--- src/rtl/uart_tx_arbiter.sv ---
// uart_tx_arbiter: round-robin arbiter that shares one async_transmitter
// between NREQ byte sources using a valid/ready handshake per requester.
// Optional build macro UART_TX_ARB_TAG_EN: every grant sends a header byte
// (8'hA0 | grant_id) before the data byte.
//
// Handshake: a requester holds req_valid[i] and its byte steady until it sees
// req_ready[i]. req_ready[i] is a one-cycle pulse meaning "byte taken". A
// request withdrawn before that pulse leaves no trace.
//
// Timing: the grant decision is made in an IDLE cycle. req_ready pulses in
// the following cycle, while the FSM is in START. TxD_start pulses in the
// cycle after that. When TxD_start is high, TxD_data already holds the byte,
// and it stays unchanged until the frame ends.
module uart_tx_arbiter #(
  parameter int NREQ         = 4,
  parameter int BUSY_TIMEOUT = 16,
  parameter int IDW          = 2
) (
  input  logic              clk,
  input  logic              rst_n,
  input  logic [NREQ-1:0]   req_valid,
  input  logic [8*NREQ-1:0] req_data,
  output logic [NREQ-1:0]   req_ready,
  output logic              TxD_start,
  output logic [7:0]        TxD_data,
  input  logic              TxD_busy,
  output logic [IDW-1:0]    grant_id,
  output logic              active,
  output logic              timeout_err
);

  localparam int CW = $clog2(BUSY_TIMEOUT + 1);

  typedef enum logic [2:0] {
    IDLE,
    START,
    WAIT_BUSY,
    WAIT_DONE,
    HDR_START,
    HDR_WAIT_BUSY,
    HDR_WAIT_DONE
  } state_t;

  state_t            state_q, state_d;
  logic [IDW-1:0]    rr_q, rr_d;
  logic [CW-1:0]     cnt_q, cnt_d;
  logic [NREQ-1:0]   req_ready_q, req_ready_d;
  logic              start_q, start_d;
  logic [7:0]        txd_data_q, txd_data_d;
  logic [IDW-1:0]    grant_q, grant_d;
  logic              terr_q, terr_d;
`ifdef UART_TX_ARB_TAG_EN
  logic [7:0]        byte_q, byte_d;
`endif

  logic              found;
  logic [IDW-1:0]    win;
  logic [IDW:0]      scan;
  logic [7:0]        win_data;

  // Round-robin search: first valid requester after rr_q, wrapping modulo NREQ.
  always_comb begin
    found    = 1'b0;
    win      = '0;
    scan     = '0;
    win_data = '0;
    for (int k = 1; k <= NREQ; k++) begin
      scan = {1'b0, rr_q} + (IDW+1)'(k);
      if (scan >= (IDW+1)'(NREQ)) scan = scan - (IDW+1)'(NREQ);
      if (!found && req_valid[scan[IDW-1:0]]) begin
        found = 1'b1;
        win   = scan[IDW-1:0];
      end
    end
    for (int i = 0; i < NREQ; i++) begin
      if (win == IDW'(i)) win_data = req_data[8*i +: 8];
    end
  end

  // Next-state and registered-output logic.
  // The header states reuse the start/timeout rules of the data frame.
  always_comb begin
    state_d     = state_q;
    rr_d        = rr_q;
    cnt_d       = cnt_q;
    req_ready_d = '0;
    start_d     = 1'b0;
    txd_data_d  = txd_data_q;
    grant_d     = grant_q;
    terr_d      = 1'b0;
`ifdef UART_TX_ARB_TAG_EN
    byte_d      = byte_q;
`endif
    case (state_q)
      IDLE: begin
        // A busy transmitter (foreign use or stale frame) blocks granting.
        if (!TxD_busy && found) begin
          for (int i = 0; i < NREQ; i++) begin
            if (win == IDW'(i)) req_ready_d[i] = 1'b1;
          end
          grant_d = win;
          rr_d    = win;
`ifdef UART_TX_ARB_TAG_EN
          txd_data_d = 8'hA0 | 8'(win);
          byte_d     = win_data;
          state_d    = HDR_START;
`else
          txd_data_d = win_data;
          state_d    = START;
`endif
        end
      end
`ifdef UART_TX_ARB_TAG_EN
      HDR_START: begin
        start_d = 1'b1;
        cnt_d   = '0;
        state_d = HDR_WAIT_BUSY;
      end
      HDR_WAIT_BUSY: begin
        if (TxD_busy) begin
          state_d = HDR_WAIT_DONE;
        end else if (cnt_q == CW'(BUSY_TIMEOUT)) begin
          // A header timeout drops the data byte as well.
          terr_d  = 1'b1;
          state_d = IDLE;
        end else begin
          cnt_d = cnt_q + CW'(1);
        end
      end
      HDR_WAIT_DONE: begin
        if (!TxD_busy) begin
          txd_data_d = byte_q;
          state_d    = START;
        end
      end
`endif
      START: begin
        start_d = 1'b1;
        cnt_d   = '0;
        state_d = WAIT_BUSY;
      end
      WAIT_BUSY: begin
        if (TxD_busy) begin
          state_d = WAIT_DONE;
        end else if (cnt_q == CW'(BUSY_TIMEOUT)) begin
          terr_d  = 1'b1;
          state_d = IDLE;
        end else begin
          cnt_d = cnt_q + CW'(1);
        end
      end
      WAIT_DONE: begin
        if (!TxD_busy) state_d = IDLE;
      end
      default: state_d = IDLE;
    endcase
  end

  // State and output registers. A synchronous reset aborts any frame in flight.
  always_ff @(posedge clk) begin
    if (!rst_n) begin
      state_q     <= IDLE;
      rr_q        <= IDW'(NREQ - 1);
      cnt_q       <= '0;
      req_ready_q <= '0;
      start_q     <= 1'b0;
      txd_data_q  <= 8'h00;
      grant_q     <= '0;
      terr_q      <= 1'b0;
`ifdef UART_TX_ARB_TAG_EN
      byte_q      <= 8'h00;
`endif
    end else begin
      state_q     <= state_d;
      rr_q        <= rr_d;
      cnt_q       <= cnt_d;
      req_ready_q <= req_ready_d;
      start_q     <= start_d;
      txd_data_q  <= txd_data_d;
      grant_q     <= grant_d;
      terr_q      <= terr_d;
`ifdef UART_TX_ARB_TAG_EN
      byte_q      <= byte_d;
`endif
    end
  end

  assign req_ready   = req_ready_q;
  assign TxD_start   = start_q;
  assign TxD_data    = txd_data_q;
  assign grant_id    = grant_q;
  assign timeout_err = terr_q;
  assign active      = (state_q != IDLE);

endmodule

--- config.mk ---
export PLATFORM = sky130hd
export DESIGN_NAME = uart_tx_arbiter
export DESIGN_NICKNAME = d
export VERILOG_FILES = /design/src/rtl/uart_tx_arbiter.sv
export SDC_FILE = /design/constraint.sdc
export NUM_CORES = 1
export LEC_CHECK = 0
export CORE_MARGIN = 4
export CORE_UTILIZATION = 45
export DETAILED_ROUTE_END_ITERATION = 6
export DONT_BUFFER_PORTS = 1
export GPL_TIMING_DRIVEN = 0
export PLACE_DENSITY = 0.64
export SETUP_SLACK_MARGIN = 0.2
export SLEW_MARGIN = 20
export SYNTH_ARGS = -nofsm -noshare
export SYNTH_HDL_FRONTEND = slang
export SYNTH_SLANG_ARGS = --single-unit
--- constraint.sdc ---
create_clock -name clk -period 1.85 [get_ports clk]
set_input_delay 0.185 -clock clk [delete_from_list [all_inputs] [get_ports clk]]
set_output_delay 0.185 -clock clk [all_outputs]
set_load 0.01 [all_outputs]
# ---- Yosys cells after proc, flatten, opt, wreduce, memory -nomap -nowiden
# Index checks and enable logic that the tools add are counted.
dict set report op_classes {
  addsub 9
  order_cmp 8
  n_eq_ne 12
  mux 38
  bitwise_logic 2
  n_reduce_logical 17
}
# op n
set op_table {}
lappend op_table {{$mux 8} 4}
lappend op_table {{$mux 2} 8}
lappend op_table {{$mux 1} 14}
lappend op_table {{$ge 3x3->1 const B} 4}
lappend op_table {{$lt 2x3->1 const B} 4}
lappend op_table {{$mux 3} 4}
lappend op_table {{$pmux 3 s4} 1}
lappend op_table {{$mux 5} 2}
lappend op_table {{$pmux 5 s2} 1}
lappend op_table {{$reduce_and 3->1} 3}
lappend op_table {{$bmux 1 s2} 4}
lappend op_table {{$ne 2x2->1 const B} 4}
lappend op_table {{$sub 2x1->2 const B} 4}
lappend op_table {{$add 2x2->3 const B} 2}
lappend op_table {{$eq 3x2->1 const B} 2}
lappend op_table {{$add 5x1->5 const B} 1}
lappend op_table {{$eq 5x5->1 const B} 1}
lappend op_table {{$eq 2x2->1 const B} 2}
lappend op_table {{$logic_and 1x1->1} 4}
lappend op_table {{$logic_not 1->1} 4}
lappend op_table {{$add 2x1->3 const B} 1}
lappend op_table {{$add 2x3->3 const B} 1}
lappend op_table {{$eq 3x1->1 const B} 1}
lappend op_table {{$logic_not 3->1} 1}
lappend op_table {{8 further kinds} 9}
dict set report word_totals {
  ff_bits 26
  out_inout_bits 17
  elab_cells 94
}

# ---- Depth between registers and ports, before layout
dict set report logic_depth {
  depth_word 20
  depth_mapped 7
  mapped_depth_nobuf 7
}

# ---- Least setup slack after synthesis
# OpenSTA, ideal clock, no wires.
dict set report synth_timing {
  path_kind {reg-to-reg}
  start {register state_q[1]}
  end {register txd_data_q[0] (netlist: TxD_data[0])}
  setup_time_ns 0.137
  arrival_ns 1.314
  t_required_ns 1.713
  path_slack_ns 0.399
  path_stages_with_launch 6
  path_buffers 1
  synth_period_minus_slack_ns 1.451
  cell_sequence {dfxtp_1 > or2_4 > or3_1 > buf_2 > nand3_1 > o221ai_1}
}
dict set report synth_via {
  elab_chain_cells 2
}
# item line
set synth_rtl {}
lappend synth_rtl {{start, declared} 44} ;# state_t state_q, state_d;
lappend synth_rtl {{start signal, assigned} 174} ;# state_q <= state_d;
lappend synth_rtl {{$logic_not 3->1} 94} ;# case (state_q)
lappend synth_rtl {{$reduce_and 2->1 (no line)} --}
lappend synth_rtl {{end signal, assigned} 179} ;# txd_data_q <= txd_data_d;
lappend synth_rtl {{end, declared} 49} ;# logic [7:0] txd_data_q, txd_data_d;
# No other way between the ends.
# A chain may end at the register's enable or synchronous reset.

# ---- Final worst setup path
dict set report layout_timing {
  start {register state_q[1]}
  end {register txd_data_q[2] (netlist: TxD_data[2])}
}
# The elaborated chain is that of the path after synthesis.

==> results.cfg <==
[status]
status = completed

[sta]
skew_ps = 0.526
worst_slack_ps = 288
final-setup-viol-count = 0
hold_viol = 0
finalMaxSlewViolations = 0
rsz0062_at_grt = true
finalCriticalPeriod_ps = 1560
max_freq_mhz = 640
timing.setup.tns_ps = 0
timing.slew.headroom_pct = 69.8
tightest_slew_ps = 452
post-route-period-util_pct = 84.4

[clock_tree]
clock_sinks = 25
cts_tree = yes
clk_pin_slew_ps = 140
cts_buffer_depth = 2
cts_made_buffers = 3
cts_root_buffer = clkbuf_4
htreeDepth = 1
clock_latency_ps = 320

[power]
ir_drop_uv = 444
p_per_area_nw_per_um2 = 818
power_uw = 1110
p_leak_uw = 0.000520

[synthesis]
ys_seq_area_share_pct = 40.1
postSynthAreaPerCell_um2 = 9.68
syn_area_um2 = 1250
ys_types = 34
ys_ff_latch = 25
synth_fp_nets = 170
syn_inst = 129
ys_warn_count = 0

[place]
dp_cells = 159
placed_area_um2 = 1290
dpl_worst_slack_ps = 231
gp_congestion = 0.776
portBuffers = 0
hpwl_um = 2060

[die]
ioPinCount = 56
die_h_um = 60.7
rows = 18
initial_core_util_pct = 48.6
die_w_um = 60.7
core-area_um2 = 2570
die_area_um2 = 3680

[final_layout]
final_common_cell = dfxtp_1
nets = 177
instances_no_fill = 165
drive_gt1_share_pct = 15.6
area_growth_pct = 8.72
design_area_um2 = 1360
antennaDiodeCount = 0
layout_common_cells = dfxtp_1 (22), mux2i_1 (18), nand3_1 (13)

[global_routing]
grt_start_max_net_pins = 16
grt-ovfl-total = 0
antenna_found_initial = 0
grt_use_total_pct = 15.3
grt_pass1_vias = 929
grt_pass1_wl_um = 4120

[drt]
routed_wl_um = 2760
ant_nets = 0
drt-pass1-iter-count = 4
vias = 987
drc = 0
routedWlPerCell_um = 16.7
vias_per_cell = 5.98
drt_iter0_markers = 19

[job]
max-cap-violations = 0

[setup_path]
cp_data_arrival_time_ps = 1780
path_cells = or2_4 > or3_4 > buf_4 > nand3_1 > o221ai_1
crit_path_end_kind = flop
crit_fanout = 10
cp.required_ps = 2060
crit_path_max_incr_delay_ps = 390
crit_type = flop to flop
cpMaxStageDelayCell = or3_4
startpoint_type = flop
reg2reg_slack_ps = 290

[hold_path]
hold_class = input port to flop
-- stage by stage --
stage / hold WS, ps / utilization (%)
after global routing: 64.8 / 52.9
final: 60.2 / 52.9
after global placement: 341 / 50.1
after floorplan: 332 / -
after CTS: 52.8 / 51.7
after detailed placement: 345 / 50.1
-- layer usage --
layer	vias to the layer above	wire length (um)	part of all wire [%]	track usage (%)
met2	45	1270	46	25.6
met1	458	1160	42	16.9
met3	5	279	10	6.38
li1	479	-	-	-
met5	-	0	0	0
met4	0	45	1.6	6.50
-- worst paths after layout --
kind / startpoint / cells after the start / end
setup reg to reg: state_q[1] / 5 / TxD_data[2]
hold reg to reg: state_q[1] / 2 / state_q[0]
setup / recovery: state_q[1] / 5 / TxD_data[2]
hold / removal: TxD_busy / 3 / rr_q[0]
-- cell usage after synthesis --
library cell,number,area share [%]
a21oi_2,1,0.70
nor2_1,9,2.7
nor4_2,1,1.0
a21boi_0,1,0.60
o21a_1,1,0.60
and2_1,3,1.5
ha_1,2,2.0
o221ai_4,1,2.1
nand2b_1,5,2.5
nand3b_1,1,0.60
inv_1,4,1.2
o221ai_1,8,5.6
buf_2,1,0.40
a21oi_1,3,1.2
buf_6,1,0.90
buf_8,1,1.2
or2_4,1,0.70
nor2b_1,4,2.0
o21ai_1,1,0.40
and4bb_2,1,1.0
mux2i_1,18,14
nand3_1,14,5.6
nor3b_1,2,1.2
nor3_4,1,1.3
o21ai_0,4,1.6
and3_1,1,0.50
clkbuf_1,2,0.60
nand2_1,5,1.5
a21boi_1,2,1.2
xor2_1,2,1.4
or3_1,1,0.50
a31oi_1,1,0.50
dfxtp_1,25,40
and2b_1,1,0.60
-- state kept, by name, summed over array words and instances (netlist names) --
register     cells
cnt_q            5
rr_q             2
grant_id         2
TxD_start        1
req_ready        4
timeout_err      1
state_q          2
TxD_data         8
-- cell families after synthesis --
group                      synth area share, %
AOI/OAI and AO/OA                         14.5
xor gates and xnor gates                  1.40
adders and majority gates                 2.00
buffers and inverters                     4.31
DFF                                       40.1
muxes                                     14.4
and+or+nand+nor                           23.2
-- final cells by class --
cell class                      instances  area (um^2)
Multi-Input combinational cell         95          712
Fill cell                             253         1210
Timing Repair Buffer                    2         17.5
Sequential cell                        25          504
Inverter                                4         15.0
Buffer                                  5         41.3
Clock inverter                          1         7.51
Tap cell                               30         37.5
Clock buffer                            3         22.5
-- report_power, final --
group	leakage, uW	internal (uW)	switching, uW
Combinational	0.000301	111	114
Sequential	0.000205	581	48.5
Clock	0.0000139	82.8	173
Total	0.000520	775	335
-- worst max-delay path: cells and delay by family (launching register included) --
family	cells	cell delay (ps)
AND/OR/NAND/NOR	3	780
flip-flops	1	370
AO/OA/AOI/OAI	1	110
buffers and inverters	1	190
-- timing repair --
item,CTS,global route
resized for setup,0,9
endpoints found under the setup margin,0,12
hold buffers,1,0
buffers inserted,0,1
endpoints found under the hold margin,1,0
Power figures use the tool's default switching activity.
